`config.mk`:
```
export PLATFORM = sky130hd
export DESIGN_NAME = int_res_vector_reader
export DESIGN_NICKNAME = d
export VERILOG_FILES = /design/src/rtl/int_res_vector_reader_pkg.sv /design/src/rtl/int_res_fx_to_comp.sv /design/src/rtl/int_res_vector_reader.sv
export SDC_FILE = /design/constraint.sdc
export NUM_CORES = 1
export LEC_CHECK = 0
export CAP_MARGIN = 20
export CORE_ASPECT_RATIO = 0.7
export CORE_MARGIN = 10
export CORE_UTILIZATION = 49
export CTS_CLUSTER_DIAMETER = 80
export DETAILED_ROUTE_END_ITERATION = 7
export PLACE_DENSITY_LB_ADDON = 0.3
export SLEW_MARGIN = 20
export SYNTH_ARGS = -nofsm -noshare
export SYNTH_HDL_FRONTEND = slang
export SYNTH_HIERARCHICAL = 1
export SYNTH_SLANG_ARGS = --single-unit
```
`constraint.sdc`:
```
create_clock -name clk -period 2.5 [get_ports clk]
set_input_delay 0.5 -clock clk [delete_from_list [all_inputs] [get_ports clk]]
set_output_delay 0.5 -clock clk [all_outputs]
set_load 0.01 [all_outputs]
```
`src/rtl/int_res_vector_reader_pkg.sv`:
```
// Shared types and constants for the integer-result vector reader.
// Bounds checking of issued read addresses is enabled by defining INT_RES_RD_BOUNDS_CHECK_EN.
package Defines;

   localparam int unsigned INT_RES_ADDR_W                 = 16;
   localparam int unsigned VECTOR_LEN_W                   = 7;
   localparam int unsigned N_COMP                         = 32;
   localparam int unsigned Q_COMP                         = 21;
   localparam int unsigned N_STO_INT_RES                  = 15;
   localparam int unsigned Q_STO_INT_RES_DOUBLE           = 20;
   localparam int unsigned CIM_INT_RES_NUM_BANKS          = 7;
   localparam int unsigned CIM_INT_RES_BANK_SIZE_NUM_WORD = 8192;
   localparam int unsigned INT_RES_NUM_WORDS =
      CIM_INT_RES_NUM_BANKS * CIM_INT_RES_BANK_SIZE_NUM_WORD;

   typedef logic [INT_RES_ADDR_W-1:0]    IntResAddr_t;
   typedef logic [VECTOR_LEN_W-1:0]      VectorLen_t;
   typedef logic [N_STO_INT_RES-1:0]     IntResSingle_t;
   typedef logic [2*N_STO_INT_RES-1:0]   IntResDouble_t;
   typedef logic signed [N_COMP-1:0]     CompFx_t;

   typedef enum logic {SINGLE_WIDTH, DOUBLE_WIDTH} DataWidth_t;
   typedef enum logic {HORIZONTAL, VERTICAL} Direction_t;

   typedef enum logic [2:0] {
      SW_FX_1_X,
      SW_FX_2_X,
      SW_FX_4_X,
      SW_FX_5_X,
      SW_FX_6_X,
      INT_RES_DW_FX
   } FxFormatIntRes_t;

   typedef enum logic [2:0] {
      IDLE,
      RD_HI,
      RD_LO,
      WAIT_DATA,
      OUTPUT
   } IntResReaderState_t;

   // Integer bits of a single-width stored format.
   function automatic int unsigned sw_int_bits(FxFormatIntRes_t fmt);
      unique case (fmt)
         SW_FX_1_X: return 1;
         SW_FX_2_X: return 2;
         SW_FX_4_X: return 4;
         SW_FX_5_X: return 5;
         SW_FX_6_X: return 6;
         default:   return 1;
      endcase
   endfunction

endpackage

```
`src/rtl/int_res_fx_to_comp.sv`:
```
// Combinational conversion of a stored integer-result word (single or double width)
// into the compute fixed-point format.
module int_res_fx_to_comp
   import Defines::*;
(
   input  IntResDouble_t   raw,
   input  DataWidth_t      data_width,
   input  FxFormatIntRes_t fx_format,
   output CompFx_t         comp
);

   logic    use_double;
   CompFx_t sw_ext;
   CompFx_t dw_ext;

   always_comb begin
      // A width/format disagreement is resolved towards the double-width interpretation.
      use_double = (data_width == DOUBLE_WIDTH) || (fx_format == INT_RES_DW_FX);
      sw_ext = {{(N_COMP-N_STO_INT_RES){raw[N_STO_INT_RES-1]}}, raw[N_STO_INT_RES-1:0]};
      dw_ext = {{(N_COMP-2*N_STO_INT_RES){raw[2*N_STO_INT_RES-1]}}, raw};
      if (use_double) begin
         comp = dw_ext << (Q_COMP - Q_STO_INT_RES_DOUBLE);
      end else begin
         comp = sw_ext << (Q_COMP - (N_STO_INT_RES - sw_int_bits(fx_format)));
      end
   end

endmodule

```
`src/rtl/int_res_vector_reader.sv`:
```
// Streams a contiguous or strided vector out of integer-result memory, one element per handshake.
// Optional address bounds checking: define INT_RES_RD_BOUNDS_CHECK_EN.
module int_res_vector_reader
   import Defines::*;
(
   input  logic            clk,
   input  logic            rst_n,
   input  logic            start,
   input  IntResAddr_t     base_addr,
   input  VectorLen_t      len,
   input  Direction_t      direction,
   input  IntResAddr_t     stride,
   input  DataWidth_t      data_width,
   input  FxFormatIntRes_t fx_format,
   output logic            mem_rd_en,
   output IntResAddr_t     mem_rd_addr,
   input  IntResSingle_t   mem_rd_data,
   output logic            out_valid,
   input  logic            out_ready,
   output CompFx_t         out_data,
   output logic            busy,
   output logic            done,
   output logic            err
);

`ifdef INT_RES_RD_BOUNDS_CHECK_EN
   // One extra bit so an address past the end is seen as such instead of wrapping.
   localparam int unsigned AccW = INT_RES_ADDR_W + 1;
`else
   localparam int unsigned AccW = INT_RES_ADDR_W;
`endif

   typedef logic [AccW-1:0] acc_addr_t;

   IntResReaderState_t state_q, state_d;

   acc_addr_t       elem_addr_q, rd_addr, step;
   VectorLen_t      cnt_q;
   Direction_t      dir_q;
   IntResAddr_t     stride_q;
   DataWidth_t      width_q;
   FxFormatIntRes_t fmt_q;
   IntResSingle_t   hi_q;
   CompFx_t         out_data_q, conv_data;
   IntResDouble_t   raw_data;
   logic            done_q, err_q;
   logic            accept, eff_double, fmt_mismatch, bounds_fail, hs;

   assign accept       = (state_q == IDLE) && start;
   assign eff_double   = (data_width == DOUBLE_WIDTH) || (fx_format == INT_RES_DW_FX);
   assign fmt_mismatch = (data_width == DOUBLE_WIDTH) != (fx_format == INT_RES_DW_FX);

   always_ff @(posedge clk) begin
      if (!rst_n) begin
         state_q <= IDLE;
      end else begin
         state_q <= state_d;
      end
   end

   always_comb begin
      state_d = state_q;
      unique case (state_q)
         IDLE:      if (start && (len != '0)) state_d = RD_HI;
         RD_HI: begin
            if (bounds_fail)                  state_d = IDLE;
            else if (width_q == DOUBLE_WIDTH) state_d = RD_LO;
            else                              state_d = WAIT_DATA;
         end
         RD_LO:     state_d = bounds_fail ? IDLE : WAIT_DATA;
         WAIT_DATA: state_d = OUTPUT;
         OUTPUT: begin
            if (hs) state_d = (cnt_q == VectorLen_t'(1)) ? IDLE : RD_HI;
         end
         default:   state_d = IDLE;
      endcase
   end

   always_comb begin
      rd_addr = (state_q == RD_LO) ? elem_addr_q + acc_addr_t'(1) : elem_addr_q;
`ifdef INT_RES_RD_BOUNDS_CHECK_EN
      bounds_fail = ((state_q == RD_HI) || (state_q == RD_LO)) &&
                    (rd_addr >= acc_addr_t'(INT_RES_NUM_WORDS));
`else
      bounds_fail = 1'b0;
`endif
      mem_rd_en   = ((state_q == RD_HI) || (state_q == RD_LO)) && !bounds_fail;
      mem_rd_addr = mem_rd_en ? rd_addr[INT_RES_ADDR_W-1:0] : '0;
      out_valid   = (state_q == OUTPUT);
      busy        = (state_q != IDLE);
      hs          = out_valid && out_ready;
   end

   always_comb begin
      if (dir_q == VERTICAL) begin
         step = acc_addr_t'(stride_q);
      end else begin
         step = (width_q == DOUBLE_WIDTH) ? acc_addr_t'(2) : acc_addr_t'(1);
      end
      // In WAIT_DATA the memory presents the last word read: the only word, or the low half.
      raw_data = (width_q == DOUBLE_WIDTH) ? {hi_q, mem_rd_data}
                                           : {{N_STO_INT_RES{1'b0}}, mem_rd_data};
   end

   int_res_fx_to_comp u_fx_to_comp (
      .raw        (raw_data),
      .data_width (width_q),
      .fx_format  (fmt_q),
      .comp       (conv_data)
   );

   always_ff @(posedge clk) begin
      if (!rst_n) begin
         elem_addr_q <= '0;
         cnt_q       <= '0;
         dir_q       <= HORIZONTAL;
         stride_q    <= '0;
         width_q     <= SINGLE_WIDTH;
         fmt_q       <= SW_FX_1_X;
         hi_q        <= '0;
         out_data_q  <= '0;
         done_q      <= 1'b0;
         err_q       <= 1'b0;
      end else begin
         done_q <= 1'b0;
         if (accept) begin
            elem_addr_q <= acc_addr_t'(base_addr);
            cnt_q       <= len;
            dir_q       <= direction;
            stride_q    <= stride;
            width_q     <= eff_double ? DOUBLE_WIDTH : SINGLE_WIDTH;
            fmt_q       <= eff_double ? INT_RES_DW_FX : fx_format;
            err_q       <= fmt_mismatch;
            done_q      <= (len == '0);
         end
         if (bounds_fail) begin
            err_q  <= 1'b1;
            done_q <= 1'b1;
         end
         if (state_q == RD_LO) hi_q <= mem_rd_data;
         if (state_q == WAIT_DATA) out_data_q <= conv_data;
         if (hs) begin
            if (cnt_q == VectorLen_t'(1)) begin
               done_q <= 1'b1;
            end else begin
               cnt_q       <= cnt_q - VectorLen_t'(1);
               elem_addr_q <= elem_addr_q + step;
            end
         end
      end
   end

   assign out_data = out_data_q;
   assign done     = done_q;
   assign err      = err_q;

endmodule

```
Yosys cells after proc, flatten, opt, wreduce, memory -nomap -nowiden
Index checks and enable logic that the tools add are counted.
Word-level totals
  output and inout port bits: 53
  word-level logic and storage cells: 66
  bits in registers: 96
Operators by class
  eq/ne operators: 14
  mux-type cells: 24
  shift-type cells: 1
  reductions and logical operators: 11
  add/subtract/negate cells: 5
Operator list (number)
  $mux 16: 6
  $mux 32: 2
  $shl 32x32->32: 1
  $sub 4x32->32 const A: 1
  $sub 5x32->32 const A: 1
  $mux 30: 1
  $mux 7: 3
  $add 16x1->16 const B: 1
  $add 16x16->16: 1
  $pmux 3 s5: 1
  $eq 3x2->1 const B: 4
  $eq 3x3->1 const B: 4
  $pmux 3 s4: 1
  $mux 3: 3
  $eq 7x1->1 const B: 1
  $logic_not 7->1: 1
  $reduce_bool 7->1: 1
  $sub 7x1->7 const B: 1
  $eq 3x1->1 const B: 2
  $mux 1: 6
  $ne 2x1->1 const B: 2
  $logic_and 1x1->1: 3
  $logic_not 3->1: 1
  $logic_or 1x1->1: 3
  other kinds (4): 4

Depth between registers and ports, before layout
  depth in word-level cells: 7
  gate-level depth with buffers: 16

Cells and area by module
The synthesis kept the hierarchy.
Modules (own cells, without submodules)
  int_res_vector_reader: times used 1, cells an instance 657, area an instance 5013.6 um^2
  int_res_fx_to_comp: times used 1, cells an instance 220, area an instance 1522.7 um^2

Worst setup path before layout
OpenSTA, ideal clock, no wires.
  path kind: register -> register
  start point: reg fmt_q[0]
  end point: reg out_data_q[15] (netlist: out_data[15])
  path slack: -0.236 ns
  arrival time: 2.665 ns
  setup time: 0.070 ns
  required time: 2.430 ns
  clock period less this slack: 2.736 ns
  stages on the path, launching flop included: 17
  path through: dfxtp_1 -> buf_2 -> buf_6 -> buf_2 -> xnor2_1 -> nor2_1 -> inv_1 -> ha_1 -> clkbuf_1 -> inv_1 -> buf_1 -> nand2_1 -> a21oi_1 -> a31oi_1 -> o221ai_1 -> nand2_1 -> a21oi_1
On the way
  longest elaborated chain between the ends: 7
  elaborated cells between the ends (all ways): 12
Ends and longest elaborated chain
  start, declared: line int_res_vector_reader.sv:42  | FxFormatIntRes_t fmt_q;
  start signal, assigned: line int_res_vector_reader.sv:132  | fmt_q <= eff_double ? INT_RES_DW_FX : fx_format;
  $eq 3x3->1, or another cell as far along: line int_res_vector_reader_pkg.sv:44  | unique case (fmt)
  $pmux 3 s4: line int_res_vector_reader_pkg.sv:44
  $mux 32: line int_res_fx_to_comp.sv:21  | if (use_double) begin
  $sub 4x32->32: line int_res_fx_to_comp.sv:24  | comp = sw_ext << (Q_COMP - (N_STO_INT_RES - sw_int_bits(fx_format)));
  $sub 5x32->32: line int_res_fx_to_comp.sv:24
  $shl 32x32->32: line int_res_fx_to_comp.sv:24
  $mux 32 *: line int_res_fx_to_comp.sv:21
  net conv_data[15]: line int_res_vector_reader.sv:44  | CompFx_t out_data_q, conv_data;
  end signal, assigned: line int_res_vector_reader.sv:141  | if (state_q == WAIT_DATA) out_data_q <= conv_data;
  end, declared: line int_res_vector_reader.sv:44
The timed path passes the listed nets; every way through them passes the cells marked *. The select of a mux whose other input is x is not followed.
A chain may end at the register's enable or synchronous reset.

Worst setup path after layout
  start point: reg elem_addr_q[0]
  end point: out mem_rd_addr[14]
On the way
  longest elaborated chain between the ends: 3
Ends and longest elaborated chain
  start, declared: line int_res_vector_reader.sv:37  | acc_addr_t elem_addr_q, rd_addr, step;
  start signal, assigned: line int_res_vector_reader.sv:127  | elem_addr_q <= acc_addr_t'(base_addr);
  start signal, assigned: line int_res_vector_reader.sv:147  | elem_addr_q <= elem_addr_q + step;
  $add 16x1->16: line int_res_vector_reader.sv:80  | rd_addr = (state_q == RD_LO) ? elem_addr_q + acc_addr_t'(1) : elem_addr_q;
  $mux 16: line int_res_vector_reader.sv:80
  $mux 16: line int_res_vector_reader.sv:88  | mem_rd_addr = mem_rd_en ? rd_addr[INT_RES_ADDR_W-1:0] : '0;
  end, declared: line int_res_vector_reader.sv:16  | output IntResAddr_t mem_rd_addr,
Every way passes these cells.

==> metrics.txt <==
DRT Pass-1 Iters 5; cell count after synthesis 877; asr flop ratio synth 0%; Clk pwr share 22.5%; Rel. slew slack 55.69%; largest net degree at the start of global routing 64; CTS Buf Count 9; Post-synth EDFFs 0; GRT overflow 0; Crit Path Category reg -> out; die width 158.0 µm; Die Y 116.6 µm; CTS tree built; Startpoint Class register; final count of hold timing violations 0; Combinational Power Share 47.9%; Hold Crit Class reg -> reg; setup tns final 0 ns; I/O pin cnt 116; clock skew 0.008091 ns; Main synth FF type dfxtp_1; cts hold-fix bufs 0; maxcap violations 0; PnR worst setup slack 0.008458 ns; vias in the first global route 6467; gr usage total 23.49%; Vias/cell 5.789; clk root buf clkbuf_16; RR Endpoint out_data[15]$_SDFFE_PN0P_; Clk Latency, worst-skew pair 0.36 ns; n_diodes 0; Clock transition at path regs 0.08 ns; CP required 2.00 ns; maximum fanout along the worst path 5; syn_nets 961; average size of a mapped cell 7.453 µm²; Clock Tree Buf Depth 2; drc violations 0; Seq cells post-synth 96; max-slew violations 0; Iteration-0 DRC Markers 936; Netlist cell types 80; Pint 3.694 mW; yosys warns 6; PwrDens 717.3 mW/mm²; R2R depth 12; status finished clean; Hold Path End hi_q[9]$_SDFFE_PN0P_; Cell Area, Synth 0.006536 mm²; Final Cycle Share 99.66%; Overall Power 6.186 mW; clock sink total 96; share of layout cells above drive strength 1 16.23%; Finished Core Util 65.87%; WP data arrival 1.99 ns; HPWL Detailed 16490 µm; HP Start hi_q[9]$_SDFFE_PN0P_; Hold Slack 0.4519 ns; Hold Crit Depth 2; worst slack, placed 0.02151 ns; via count 6952; Critical Path End Type primary output; Routed wire per std cell 18.32 µm; Sw Share 40.28%; Final min period 2.492 ns; Post-DRT Antenna Nets 0; maximum clock rate 0.4014 GHz; Crit Reg-Reg Startpoint fmt_q[1]$_SDFFE_PN0P_; unrepaired setup endpoints after global routing true; Static Leak 3.404 nW; overall routed net length 22010 µm; Final nets 1114; Die ar. 0.01843 mm²; Area after DPL 0.008228 mm²; register-to-register setup slack 0.11 ns; Port Buf Inserts 115; Placer Congestion 0.9917; net switching power 2.492 mW; slew at the pin with the worst max-slew slack 0.6646 ns; Peak VDD IR 391.4 µV; post-synthesis sequential area ratio 29.40%; H-tree depth 3; initial core utilization 49.92%; Cell Rows 35; first-pass GRT wire length 34570 µm; fill count 1170; Layout area overhead 31.95%; antenna violations before repair 0; final setup vio count 0; part of the power in registers 29.6%; placed cells 1177; Finished Layout Cells 1201; post-route cell area 0.008625 mm²; core area 0.01309 mm²
## area by class of cell
type | instances | area [µm²] | area share [%]
inverter | 21 | 78.83 | 0.9140
multi-input combinational | 694 | 4280 | 49.63
clock inverter | 7 | 62.56 | 0.7254
tap | 166 | 207.7 | 2.408
clock buffer | 9 | 225.2 | 2.611
sequential | 96 | 1927 | 22.34
timing repair buffer | 208 | 1843 | 21.37
## layout by cell type (no fill, tap or decap), types with 5 or more instances in the layout
cell type and n:
a211oi_1 8, a21o_1 8, a21oi_1 104, a221o_1 7, a221oi_1 7, a311oi_1 8, a31oi_1 6, and2_1 36
and3_1 8, buf_4 88, clkbuf_16 9, clkbuf_2 5, clkdlybuf4s50_1 99, dfxtp_1 92, dlygate4sd2_1 8, ha_1 19
inv_1 19, mux2i_1 20, nand2_1 198, nand2b_1 8, nand3_1 12, nand4_1 6, nor2_1 53, nor2b_1 8
nor3_1 8, o211ai_1 7, o21ai_0 23, o21ai_1 5, or3_1 11, xnor2_1 12, xor2_1 17
## cells in the mapped netlist (11+ instances only)
cell	n	area share [%]
a21oi_1	105	8.0
and2_1	37	3.5
buf_2	17	1.3
clkbuf_1	36	2.1
dfxtp_1	96	29
ha_1	20	3.8
inv_1	19	1.1
mux2i_1	21	3.2
nand2_1	198	11
nand3_1	13	1.0
nor2_1	56	3.2
o21ai_0	25	1.9
or3_1	11	1.1
xnor2_1	13	1.7
xor2_1	17	2.3
## state kept, by name (all words and copies together) (netlist names)
signal and count:
cnt_q 7, dir_q 1, done 1, elem_addr_q 16, err 1, fmt_q 3
hi_q 15, out_data 32, state_q 3, stride_q 16, width_q 1
## power groups by stage
stage	clock (mW)	combinational (mW)	sequential, mW
after floorplan	0	1.84	1.86
after global placement	0	2.85	1.85
after detailed placement	0	2.85	1.86
after CTS	1.40	2.85	1.82
after global routing	1.45	3.22	1.86
final	1.39	2.97	1.83
## logic make-up (layout without fill, tap and decap cells)
group                      count (synthesis)  after routing  share of synthesized area (%)
xor gates and xnor gates                  30             30                          4.020
AOI/OAI and AO/OA                        241            241                          25.13
and+or+nand+nor                          374            374                          26.57
adders and majority gates                 23             23                          4.498
muxes                                     26             26                          4.077
DFF                                       96             96                          29.40
buffers and inverters                     87            245                          6.298
## metal layers
metal | vias up | share of wire [%] | routed length, µm | track usage [%]
li1 | 3393 | - | - | -
met1 | 3203 | 47 | 10350 | 34.44
met2 | 329 | 40 | 8904 | 33.25
met3 | 27 | 11 | 2417 | 5.997
met4 | 0 | 1.5 | 335 | 5.662
met5 | - | 0 | 0 | 0
## worst max-delay path, cell delays in order, from the launching register on
cell and delay [ns]:
dfxtp_1 0.45, ha_1 0.25, nand3_2 0.12, nor2_4 0.18, buf_6 0.11, nand4_1 0.10, xor2_1 0.17, nor2_1 0.10
buf_2 0.13
## how the worst max path moves through the flow
stage                               from                    endpoint  slack [ns]  cells past startpoint
6_report       elem_addr_q[0]$_SDFF_PN0_             mem_rd_addr[14]       0.008                      8
5_1_grt          state_q[2]$_SDFFE_PN0P_             mem_rd_addr[14]       -0.10                      9
4_1_cts          state_q[0]$_SDFFE_PN0P_             mem_rd_addr[12]        0.02                      9
3_5_place_dp     state_q[2]$_SDFFE_PN0P_             mem_rd_addr[14]        0.02                      8
3_3_place_gp       fmt_q[1]$_SDFFE_PN0P_   out_data[15]$_SDFFE_PN0P_        0.04                     11
2_1_floorplan         dir_q$_SDFFE_PN0P_  elem_addr_q[14]$_SDFF_PN0_       -0.03                     13
## repair_timing
item	CTS	global route
setup endpoints to repair	15	39
gates resized for setup	24	34
buffers inserted	4	4
pin swaps	5	6
No activity file was read; power rests on OpenSTA's default activity.
